`src/rtl/hazard_pkg.sv`:
```
// Shared types and constants for the pipeline hazard unit.
package hazard_pkg;

  typedef enum logic [1:0] {
    RUN  = 2'd0,
    WAIT = 2'd1,
    ERR  = 2'd2
  } state_t;

  localparam logic [1:0] FWD_RF = 2'b00;
  localparam logic [1:0] FWD_W  = 2'b01;
  localparam logic [1:0] FWD_M  = 2'b10;

endpackage

```
`src/rtl/hazard_unit_if.sv`:
```
// Pipeline-register view seen by the hazard unit: indices and control bits in,
// stall/flush/forward controls and bring-up counters out.
interface hazard_unit_if #(
  parameter int CNT_WIDTH = 32
);
  logic [4:0]           Rs1D, Rs2D;
  logic [4:0]           Rs1E, Rs2E, RdE;
  logic                 ResultSrcE, PCSrcE;
  logic [4:0]           RdM, RdW;
  logic                 RegWriteM, RegWriteW;
  logic                 MemReqM, MemReadyM;
  logic                 StallF, StallD, StallE, StallM;
  logic                 FlushD, FlushE, FlushW;
  logic [1:0]           ForwardAE, ForwardBE;
  logic                 MemErr;
  logic [CNT_WIDTH-1:0] StallCount, FlushCount;

  modport slave (
    input  Rs1D, Rs2D, Rs1E, Rs2E, RdE, ResultSrcE, PCSrcE,
           RdM, RdW, RegWriteM, RegWriteW, MemReqM, MemReadyM,
    output StallF, StallD, StallE, StallM, FlushD, FlushE, FlushW,
           ForwardAE, ForwardBE, MemErr, StallCount, FlushCount
  );

  modport master (
    output Rs1D, Rs2D, Rs1E, Rs2E, RdE, ResultSrcE, PCSrcE,
           RdM, RdW, RegWriteM, RegWriteW, MemReqM, MemReadyM,
    input  StallF, StallD, StallE, StallM, FlushD, FlushE, FlushW,
           ForwardAE, ForwardBE, MemErr, StallCount, FlushCount
  );
endinterface

```
`src/rtl/hazard_unit_sat_counter.sv`:
```
// Event counter that sticks at all ones instead of wrapping.
module sat_counter #(
  parameter int CNT_WIDTH = 32
) (
  input  logic                 clk,
  input  logic                 srst,
  input  logic                 en,
  output logic [CNT_WIDTH-1:0] count
);
  logic [CNT_WIDTH-1:0] count_reg;

  always_ff @(posedge clk) begin
    if (srst) begin
      count_reg <= '0;
    end else if (en && (count_reg != {CNT_WIDTH{1'b1}})) begin
      count_reg <= count_reg + CNT_WIDTH'(1);
    end
  end

  assign count = count_reg;
endmodule

```
`src/rtl/hazard_unit.sv`:
```
// Five-stage pipeline hazard control: load-use stall, branch flush, E-stage
// forwarding and a memory-wait freeze that escalates to a sticky timeout error.
module hazard_unit
  import hazard_pkg::*;
#(
  parameter int CNT_WIDTH   = 32,
  parameter int MEM_TIMEOUT = 16
) (
  input logic           clk,
  input logic           rst,
  hazard_unit_if.slave  hz
);
  localparam int WW = $clog2(MEM_TIMEOUT) + 1;

  state_t          state_reg, state_next;
  logic [WW-1:0]   wait_cnt_reg, wait_cnt_next;
  logic            memerr_reg, memerr_next;

  logic            lw_stall, freeze;
  logic            stall_f, stall_d, stall_e, stall_m;
  logic            flush_d, flush_e, flush_w;
  logic [1:0]      fwd [2];

  assign lw_stall = hz.ResultSrcE && (hz.RdE != 5'd0) &&
                    ((hz.RdE == hz.Rs1D) || (hz.RdE == hz.Rs2D)) && !hz.PCSrcE;
  assign freeze   = hz.MemReqM && !hz.MemReadyM;

  always_ff @(posedge clk) begin
    if (rst) begin
      state_reg    <= RUN;
      wait_cnt_reg <= '0;
      memerr_reg   <= 1'b0;
    end else begin
      state_reg    <= state_next;
      wait_cnt_reg <= wait_cnt_next;
      memerr_reg   <= memerr_next;
    end
  end

  always_comb begin
    state_next    = state_reg;
    wait_cnt_next = wait_cnt_reg;
    memerr_next   = memerr_reg;
    case (state_reg)
      RUN: begin
        if (freeze) begin
          state_next    = WAIT;
          wait_cnt_next = WW'(1);
        end
      end
      WAIT: begin
        if (!freeze) begin
          state_next    = RUN;
          wait_cnt_next = '0;
        end else if (wait_cnt_reg == WW'(MEM_TIMEOUT - 1)) begin
          state_next  = ERR;
          memerr_next = 1'b1;
        end else begin
          wait_cnt_next = wait_cnt_reg + WW'(1);
        end
      end
      ERR: ;
      default: state_next = RUN;
    endcase
  end

  // The freeze holds D/E in place, so a pending branch or load-use simply
  // re-presents itself in the first unfrozen cycle.
  always_comb begin
    stall_f = 1'b0;
    stall_d = 1'b0;
    stall_e = 1'b0;
    stall_m = 1'b0;
    flush_d = 1'b0;
    flush_e = 1'b0;
    flush_w = 1'b0;
    if (rst) begin
      flush_d = 1'b1;
      flush_e = 1'b1;
      flush_w = 1'b1;
    end else if ((state_reg == ERR) || freeze) begin
      stall_f = 1'b1;
      stall_d = 1'b1;
      stall_e = 1'b1;
      stall_m = 1'b1;
      flush_w = 1'b1;
    end else begin
      stall_f = lw_stall;
      stall_d = lw_stall;
      flush_d = hz.PCSrcE;
      flush_e = lw_stall || hz.PCSrcE;
    end
  end

  generate
    for (genvar gi = 0; gi < 2; gi++) begin : g_fwd
      logic [4:0] src;
      assign src = (gi == 0) ? hz.Rs1E : hz.Rs2E;
      always_comb begin
        fwd[gi] = FWD_RF;
        if (!rst) begin
          if (hz.RegWriteM && (hz.RdM != 5'd0) && (hz.RdM == src)) begin
            fwd[gi] = FWD_M;
          end else if (hz.RegWriteW && (hz.RdW != 5'd0) && (hz.RdW == src)) begin
            fwd[gi] = FWD_W;
          end
        end
      end
    end
  endgenerate

  sat_counter #(.CNT_WIDTH(CNT_WIDTH)) u_stall_cnt (
    .clk   (clk),
    .srst  (rst),
    .en    (stall_f || stall_d || stall_e || stall_m),
    .count (hz.StallCount)
  );

  sat_counter #(.CNT_WIDTH(CNT_WIDTH)) u_flush_cnt (
    .clk   (clk),
    .srst  (rst),
    .en    ((flush_d || flush_e) && !rst),
    .count (hz.FlushCount)
  );

  assign hz.StallF    = stall_f;
  assign hz.StallD    = stall_d;
  assign hz.StallE    = stall_e;
  assign hz.StallM    = stall_m;
  assign hz.FlushD    = flush_d;
  assign hz.FlushE    = flush_e;
  assign hz.FlushW    = flush_w;
  assign hz.ForwardAE = fwd[0];
  assign hz.ForwardBE = fwd[1];
  assign hz.MemErr    = memerr_reg;
endmodule

```
`src/flat_wrapper.sv`:
```
// flat-port wrapper written by rule: the top's interface ports become plain ports
module hazard_unit_flat import hazard_pkg::*;
#(
  parameter int CNT_WIDTH   = 32,
  parameter int MEM_TIMEOUT = 16
)
  (clk, rst, hz_Rs1D, hz_Rs2D, hz_Rs1E, hz_Rs2E, hz_RdE, hz_ResultSrcE, hz_PCSrcE, hz_RdM, hz_RdW, hz_RegWriteM, hz_RegWriteW, hz_MemReqM, hz_MemReadyM, hz_StallF, hz_StallD, hz_StallE, hz_StallM, hz_FlushD, hz_FlushE, hz_FlushW, hz_ForwardAE, hz_ForwardBE, hz_MemErr, hz_StallCount, hz_FlushCount);
  hazard_unit_if #(.CNT_WIDTH(CNT_WIDTH)) hz_i ();
  input logic clk;
  input logic rst;
  input wire logic [$bits(hz_i.Rs1D)-1:0] hz_Rs1D;
  input wire logic [$bits(hz_i.Rs2D)-1:0] hz_Rs2D;
  input wire logic [$bits(hz_i.Rs1E)-1:0] hz_Rs1E;
  input wire logic [$bits(hz_i.Rs2E)-1:0] hz_Rs2E;
  input wire logic [$bits(hz_i.RdE)-1:0] hz_RdE;
  input wire logic [$bits(hz_i.ResultSrcE)-1:0] hz_ResultSrcE;
  input wire logic [$bits(hz_i.PCSrcE)-1:0] hz_PCSrcE;
  input wire logic [$bits(hz_i.RdM)-1:0] hz_RdM;
  input wire logic [$bits(hz_i.RdW)-1:0] hz_RdW;
  input wire logic [$bits(hz_i.RegWriteM)-1:0] hz_RegWriteM;
  input wire logic [$bits(hz_i.RegWriteW)-1:0] hz_RegWriteW;
  input wire logic [$bits(hz_i.MemReqM)-1:0] hz_MemReqM;
  input wire logic [$bits(hz_i.MemReadyM)-1:0] hz_MemReadyM;
  output wire logic [$bits(hz_i.StallF)-1:0] hz_StallF;
  output wire logic [$bits(hz_i.StallD)-1:0] hz_StallD;
  output wire logic [$bits(hz_i.StallE)-1:0] hz_StallE;
  output wire logic [$bits(hz_i.StallM)-1:0] hz_StallM;
  output wire logic [$bits(hz_i.FlushD)-1:0] hz_FlushD;
  output wire logic [$bits(hz_i.FlushE)-1:0] hz_FlushE;
  output wire logic [$bits(hz_i.FlushW)-1:0] hz_FlushW;
  output wire logic [$bits(hz_i.ForwardAE)-1:0] hz_ForwardAE;
  output wire logic [$bits(hz_i.ForwardBE)-1:0] hz_ForwardBE;
  output wire logic [$bits(hz_i.MemErr)-1:0] hz_MemErr;
  output wire logic [$bits(hz_i.StallCount)-1:0] hz_StallCount;
  output wire logic [$bits(hz_i.FlushCount)-1:0] hz_FlushCount;
  assign hz_i.Rs1D = hz_Rs1D;
  assign hz_i.Rs2D = hz_Rs2D;
  assign hz_i.Rs1E = hz_Rs1E;
  assign hz_i.Rs2E = hz_Rs2E;
  assign hz_i.RdE = hz_RdE;
  assign hz_i.ResultSrcE = hz_ResultSrcE;
  assign hz_i.PCSrcE = hz_PCSrcE;
  assign hz_i.RdM = hz_RdM;
  assign hz_i.RdW = hz_RdW;
  assign hz_i.RegWriteM = hz_RegWriteM;
  assign hz_i.RegWriteW = hz_RegWriteW;
  assign hz_i.MemReqM = hz_MemReqM;
  assign hz_i.MemReadyM = hz_MemReadyM;
  assign hz_StallF = hz_i.StallF;
  assign hz_StallD = hz_i.StallD;
  assign hz_StallE = hz_i.StallE;
  assign hz_StallM = hz_i.StallM;
  assign hz_FlushD = hz_i.FlushD;
  assign hz_FlushE = hz_i.FlushE;
  assign hz_FlushW = hz_i.FlushW;
  assign hz_ForwardAE = hz_i.ForwardAE;
  assign hz_ForwardBE = hz_i.ForwardBE;
  assign hz_MemErr = hz_i.MemErr;
  assign hz_StallCount = hz_i.StallCount;
  assign hz_FlushCount = hz_i.FlushCount;
  hazard_unit #(.CNT_WIDTH(CNT_WIDTH), .MEM_TIMEOUT(MEM_TIMEOUT)) u_core (.clk(clk), .rst(rst), .hz(hz_i));
endmodule
```
`config.mk`:
```
export PLATFORM = sky130hd
export DESIGN_NAME = hazard_unit_flat
export DESIGN_NICKNAME = d
export VERILOG_FILES = /design/src/rtl/hazard_pkg.sv /design/src/rtl/hazard_unit_if.sv /design/src/rtl/hazard_unit_sat_counter.sv /design/src/rtl/hazard_unit.sv /design/src/flat_wrapper.sv
export SDC_FILE = /design/constraint.sdc
export NUM_CORES = 1
export LEC_CHECK = 0
export CORE_AREA = 2 2 124 78
export CTS_CLUSTER_DIAMETER = 80
export DETAILED_ROUTE_END_ITERATION = 6
export DIE_AREA = 0 0 126 80
export GPL_ROUTABILITY_DRIVEN = 0
export MAX_ROUTING_LAYER = met4
export PLACE_DENSITY = 0.86
export SLEW_MARGIN = 30
export SYNTH_ARGS = -nofsm -noshare
export SYNTH_HDL_FRONTEND = slang
export SYNTH_HIERARCHICAL = 1
export SYNTH_SLANG_ARGS = --single-unit
```
`constraint.sdc`:
```
create_clock -name clk -period 5.1 [get_ports clk]
set_input_delay 1.53 -clock clk [delete_from_list [all_inputs] [get_ports clk]]
set_output_delay 1.53 -clock clk [all_outputs]
set_load 0.005 [all_outputs]
```
==> impl_metrics.env, run 1 <==
export IMPL_cts_root_buf="clkbuf_16"
export IMPL_met3_usage_pct=5.09
export IMPL_viasPerCell=6.14
export IMPL_finalCritPeriodShare_pct=99.6
export IMPL_setup_viol=0
export IMPL_area_delta_synth_final_pct=40.5
export IMPL_worstPathArrival_ns=3.55
export IMPL_path_max_fanout=3
export IMPL_cts_clk_slew_worst_paths_ns=0.06
export IMPL_grt_busiest_layer="met2"
export IMPL_status="finished, final reports clean"
export IMPL_rsz0062_at_grt="yes"
export IMPL_avgSynthCellArea_um2=8.30
export IMPL_p_leak_nw=1.89
export IMPL_clk_latency_ns=0.33
export IMPL_core_rowCount=27
export IMPL_antenna_found_initial=0
export IMPL_min_period_ns=5.08
export IMPL_wl_per_cell_um=16.9
export IMPL_hp_class="flop to flop"
export IMPL_die_w_um=126
export IMPL_max_freq_ghz=0.197
export IMPL_required_ns=3.57
export IMPL_worstSetupStartpointType="primary input"
export IMPL_grt_max_degree=45
export IMPL_hpwl_mm=9.66
export IMPL_relSlewSlack_pct=39.3
export IMPL_async_flop_share_pct=0
export IMPL_finalHoldViolCount=0
export IMPL_synth_cell_types=50
export IMPL_grt_pass1_vias=4196
export IMPL_drc=0
export IMPL_htree_num_levels=3
export IMPL_grt_util_met2_pct=40.1
export IMPL_critical_path_class="primary input to output port"
export IMPL_met1_usage_pct=33.0
export IMPL_grt_pass1_wl_mm=20.2
export IMPL_antenna_cells=0
export IMPL_cts_sinks=72
export IMPL_cts_buffer_depth=2
export IMPL_core_area_um2=8920
export IMPL_worst_slack_ns=0.0190
export IMPL_io_buffers=118
export IMPL_synth_seq_area_share_pct=33.9
export IMPL_final_nets=684
export IMPL_vdd_drop_max_v=0.000208
export IMPL_tritoncts="yes"
export IMPL_ys_flop_type="dfxtp_1"
export IMPL_drt_iter0_drc=479
export IMPL_pre_cts_slack_ns=-0.109
export IMPL_synth_area_um2=4250
export IMPL_slew_viol_final=0
export IMPL_syn_num_nets=559
export IMPL_vias=4655
export IMPL_dieArea_um2=10100
export IMPL_track_usage_pct=25.3
export IMPL_final_util_pct=66.9
export IMPL_p_per_area_nw_per_um2=223
export IMPL_synth_edf_count=0
export IMPL_syn_inst=512
export IMPL_crit_path_end_kind="output port"
export IMPL_final_layout_size_suffix_gt1_share_pct=10.1
export IMPL_io_pins=119
export IMPL_start_util_pct=47.6
export IMPL_die_h_um=80
export IMPL_firstDrtPassIters=5
export IMPL_ant_nets=0
export IMPL_cap_viol_max_count=0
export IMPL_cts_buffers=9
export IMPL_fin_skew_ns=0.00641
export IMPL_synth_seq_cells=72
export IMPL_synth_warnings=6
export IMPL_tightest_slew_ns=0.904
export IMPL_routed_wirelength_mm=12.8
export IMPL_grt_ovfl_total=0
-- final timing paths --
| check | from | to | slack (ns) | depth (start not counted) |
|---|---|---|---|---|
| max | hz_RdE[2] | hz_StallF | 0.02 | 6 |
| max reg2reg | u_core/state_reg[0] | u_core/u_flush_cnt/count[31] | 2.16 | 9 |
| min | u_core/wait_cnt_reg[4] | u_core/wait_cnt_reg[4] | 0.46 | 2 |
| min reg2reg | u_core/wait_cnt_reg[4] | u_core/wait_cnt_reg[4] | 0.46 | 2 |
-- cell type report --
type	count	area [µm²]
fill	755	2950
timing repair buffer	141	1350
multi-input combinational	406	2710
clock inverter	7	78.8
clock buffer	9	225
inverter	7	26.3
tap	116	145
sequential	72	1440
-- metrics by stage --
step,cell area (µm²),total power [W],cells,hold slack (ns),TNS [ns]
6_report,5970,0.00133,758,0.464,0
5_1_grt,5970,0.00138,758,0.503,-0.00569
4_1_cts,5940,0.00134,758,0.466,0
3_5_place_dp,5630,0.000703,741,0.459,-0.359
3_3_place_gp,5630,0.000697,741,0.441,-0.0906
2_1_floorplan,4250,0.000631,512,0.432,0
-- repair_timing --
action                     CTS  global route
hold buffers                 0             0
pin swaps                    2             0
gates resized for setup      3             4
setup endpoints to repair    5             4
buffers inserted             1             0
hold endpoints to repair     0             0
-- cell usage in the layout, fill, tap and decap left out, types with 5 or more instances in the layout --
cell,n
buf_4,23
and3_1,8
clkdlybuf4s50_1,115
o31ai_1,25
nand2_1,24
nor2_1,36
nor3b_1,5
dfxtp_1,72
o21ai_0,19
xnor2_1,22
nor2b_1,6
nand3_1,29
nor3_1,8
or3_1,24
or4_1,29
inv_1,7
a21oi_1,49
nor4_2,6
clkbuf_16,9
nand4_1,20
xor2_1,24
nor4_1,7
and4_1,8
-- synth_stat cells, types with 4 or more instances --
cell type | instances | area, µm²
dfxtp_1 | 72 | 1440
a21oi_1 | 49 | 245
nor2_1 | 36 | 135
nand3_1 | 29 | 145
or4_1 | 29 | 218
o31ai_1 | 25 | 188
nand2_1 | 24 | 90.1
or3_1 | 24 | 150
xor2_1 | 24 | 210
xnor2_1 | 22 | 193
nand4_1 | 20 | 125
o21ai_0 | 20 | 100
clkbuf_1 | 17 | 63.8
nor4_1 | 10 | 62.6
and3_1 | 8 | 50.1
and4_1 | 8 | 70.1
nor3_1 | 8 | 40.0
buf_2 | 7 | 35.0
inv_1 | 7 | 26.3
nor2b_1 | 7 | 43.8
nor3b_1 | 5 | 37.5
a2111oi_0 | 4 | 35.0
a31oi_1 | 4 | 25.0
ha_1 | 4 | 50.1
nor4_2 | 4 | 50.1
-- per-layer routing --
| metal | part of all wire, % | up-vias |
|---|---|---|
| met5 | 0 | - |
| met4 | 1.4 | 0 |
| met3 | 7.6 | 22 |
| met2 | 46 | 209 |
| met1 | 45 | 2223 |
| li1 | - | 2201 |
-- report_power, final --
group          internal (W)  switching [W]  leakage [nW]
combinational     0.0000685      0.0000560          1.17
sequential         0.000565     0.00000429         0.580
clock              0.000384       0.000255         0.139
total               0.00102       0.000316          1.89
-- kinds of logic (layout without fill, tap and decap cells) --
group | Yosys count | in the layout | share of synthesized area (%)
AOI/OAI and AO/OA | 119 | 119 | 18.0
xor gates and xnor gates | 46 | 46 | 9.48
adders and majority gates | 4 | 4 | 1.18
buffers and inverters | 34 | 164 | 3.42
DFF | 72 | 72 | 33.9
muxes | 7 | 7 | 1.77
and+or+nand+nor | 230 | 230 | 32.2
-- critical path, stage by stage --
cell and delay [ns]:
clkdlybuf4s50_1 0.47, or4_1 0.51, o21ai_1 0.25, or3_1 0.20, o22ai_2 0.09, clkdlybuf4s50_1 0.49
Note: power is estimated with default switching activity, not from simulation.
==> run 2, diff against run 1 <==
--- a/config.mk
+++ b/config.mk
@@ -7,11 +7,12 @@
 export LEC_CHECK = 0
 export CORE_AREA = 2 2 124 78
 export CTS_CLUSTER_DIAMETER = 80
+export CTS_CLUSTER_SIZE = 30
 export DETAILED_ROUTE_END_ITERATION = 6
 export DIE_AREA = 0 0 126 80
 export GPL_ROUTABILITY_DRIVEN = 0
 export MAX_ROUTING_LAYER = met4
-export PLACE_DENSITY = 0.86
+export PLACE_DENSITY = 0.89
 export SLEW_MARGIN = 30
 export SYNTH_ARGS = -nofsm -noshare
 export SYNTH_HDL_FRONTEND = slang
==> constraint.sdc (replaced) <==
create_clock -name clk -period 5.16 [get_ports clk]
set_input_delay 1.548 -clock clk [delete_from_list [all_inputs] [get_ports clk]]
set_output_delay 1.548 -clock clk [all_outputs]
set_load 0.005 [all_outputs]
==> run 2 against run 1 <==
Combinational power is 4% lower; non-clock buffer count stayed put; sequential share of layout area is 0.076 points higher; worst setup slack better by 0.071 ns; die area stayed put; clock power is 0.6% lower; count of clock-buffer cells in the layout is 2 higher; routed wire length is 2.1% higher; cell area is 0.31% lower; sequential power is 1% lower.
==> impl_metrics.env, run 2 (synthesis results as in run 1) <==
export IMPL_status="finished, final reports clean"
export IMPL_grt_pass1_wl_mm=21.2
export IMPL_crit_chain="clkdlybuf4s50_1 > or4_1 > o21ai_0 > or3_1 > o22ai_1 > clkdlybuf4s50_1"
export IMPL_vias=4704
export IMPL_viasPerCell=6.21
export IMPL_core_area_um2=8920
export IMPL_regArea_um2=1440
export IMPL_min_period_ns=5.07
export IMPL_drt_iter0_drc=522
export IMPL_die_w_um=126
export IMPL_max_freq_ghz=0.197
export IMPL_critical_path_class="primary input to output port"
export IMPL_crit_family="buffers and inverters"
export IMPL_finalCritPeriodShare_pct=98.3
export IMPL_area_delta_synth_final_pct=40.1
export IMPL_p_total_w=0.00132
export IMPL_setup_viol=0
export IMPL_most_common_layout_cells="115 x clkdlybuf4s50_1, 72 x dfxtp_1, 49 x a21oi_1"
export IMPL_routed_wirelength_mm=13.1
export IMPL_worst_hold_slack_ns=0.464
export IMPL_tritoncts="yes"
export IMPL_die_h_um=80
export IMPL_grt_pass1_vias=4272
export IMPL_clk_latency_ns=0.33
export IMPL_worstSetupStartpointType="primary input"
export IMPL_multi_input_area_um2=2680
export IMPL_start_util_pct=47.6
export IMPL_rsz0062_at_grt="yes"
export IMPL_slew_viol_final=0
export IMPL_ant_nets=0
export IMPL_tightest_slew_ns=0.804
export IMPL_cp_slowest_cell="or4_1"
export IMPL_crit_buf_inv=2
export IMPL_worstPathArrival_ns=3.52
export IMPL_cts_buffers=9
export IMPL_num_fill_cells=726
export IMPL_cts_sinks=72
export IMPL_firstDrtPassIters=5
export IMPL_hpwl_mm=9.79
export IMPL_antenna_found_initial=0
export IMPL_grt_max_degree=48
export IMPL_htree_num_levels=3
export IMPL_hp_class="flop to flop"
export IMPL_io_buffers=118
export IMPL_cts_clk_slew_worst_paths_ns=0.06
export IMPL_fin_skew_ns=0.00476
export IMPL_final_nets=684
export IMPL_cap_viol_max_count=0
export IMPL_path_max_fanout=3
export IMPL_final_layout_size_suffix_gt1_share_pct=9.50
export IMPL_finalHoldViolCount=0
export IMPL_cts_buffer_depth=2
export IMPL_antenna_cells=0
export IMPL_postCtsHoldBufs=0
export IMPL_p_per_area_nw_per_um2=222
export IMPL_vdd_drop_max_v=0.000174
export IMPL_final_common_cell="clkdlybuf4s50_1"
export IMPL_dieArea_um2=10100
export IMPL_drc=0
export IMPL_cts_root_buf="clkbuf_16"
export IMPL_required_ns=3.61
export IMPL_grt_ovfl_total=0
export IMPL_pre_cts_slack_ns=-0.0612
export IMPL_cts_setup_buffers=0
export IMPL_track_usage_pct=26.5
export IMPL_cp_slowest_stage_delay_ns=0.54
export IMPL_relSlewSlack_pct=46.0
export IMPL_io_pins=119
export IMPL_wl_per_cell_um=17.3
export IMPL_p_leak_nw=1.89
export IMPL_cp_common_cell="clkdlybuf4s50_1"
export IMPL_worst_slack_ns=0.0902
export IMPL_core_rowCount=27
export IMPL_crit_path_end_kind="output port"
-- run 2: through the flow --
stage	std cells	setup TNS [ns]	cell area [µm²]	utilization, %
floorplan	512	0	4250	-
global placement	742	-0.0683	5640	63.2
detailed placement	742	-0.0986	5640	63.3
CTS	758	0	5950	66.7
global route	758	-0.124	5950	66.7
finish	758	0	5950	66.7
-- run 2: cell type report --
cell class | instances | area share (%)
well taps | 116 | 2.44
clock buffers | 11 | 4.25
repair buffers | 141 | 22.6
flip-flops and latches | 72 | 24.2
clock inverters | 5 | 0.925
multi-input cells | 406 | 45.1
inverters | 7 | 0.442
-- run 2: what timing repair did --
action	CTS	global route
setup endpoints to repair	2	3
gates resized for setup	2	0
pin swaps	0	0
-- run 2: path summary, 6_finish.rpt --
path	from	to	slack (ns)	cells past startpoint
worst max-delay path	hz_RdE[2]	hz_StallD	0.09	6
worst max register to register	u_core/state_reg[0]	u_core/u_flush_cnt/count[25]	2.07	9
worst min register to register	u_core/wait_cnt_reg[4]	u_core/wait_cnt_reg[4]	0.46	2
worst min-delay path	u_core/wait_cnt_reg[4]	u_core/wait_cnt_reg[4]	0.46	2
-- run 2: report_power, final --
group	internal (W)	leakage (nW)	switching (W)
Clock	0.000399	0.148	0.000236
Combinational	0.0000659	1.16	0.0000544
Sequential	0.000559	0.580	0.00000437
Total	0.00102	1.89	0.000295
-- run 2: layer usage --
layer,global-route usage (%),routed length [µm],vias to the layer above
met4,7.03,161,0
li1,-,-,2199
met2,41.5,6060,245
met5,-,0,-
met1,34.8,5830,2236
met3,5.97,1060,24
-- run 2: tightest hold or removal path, stage by stage, from the launching register on --
cell     delay, ns
dfxtp_1       0.31
nand2_1       0.06
a21oi_1       0.05
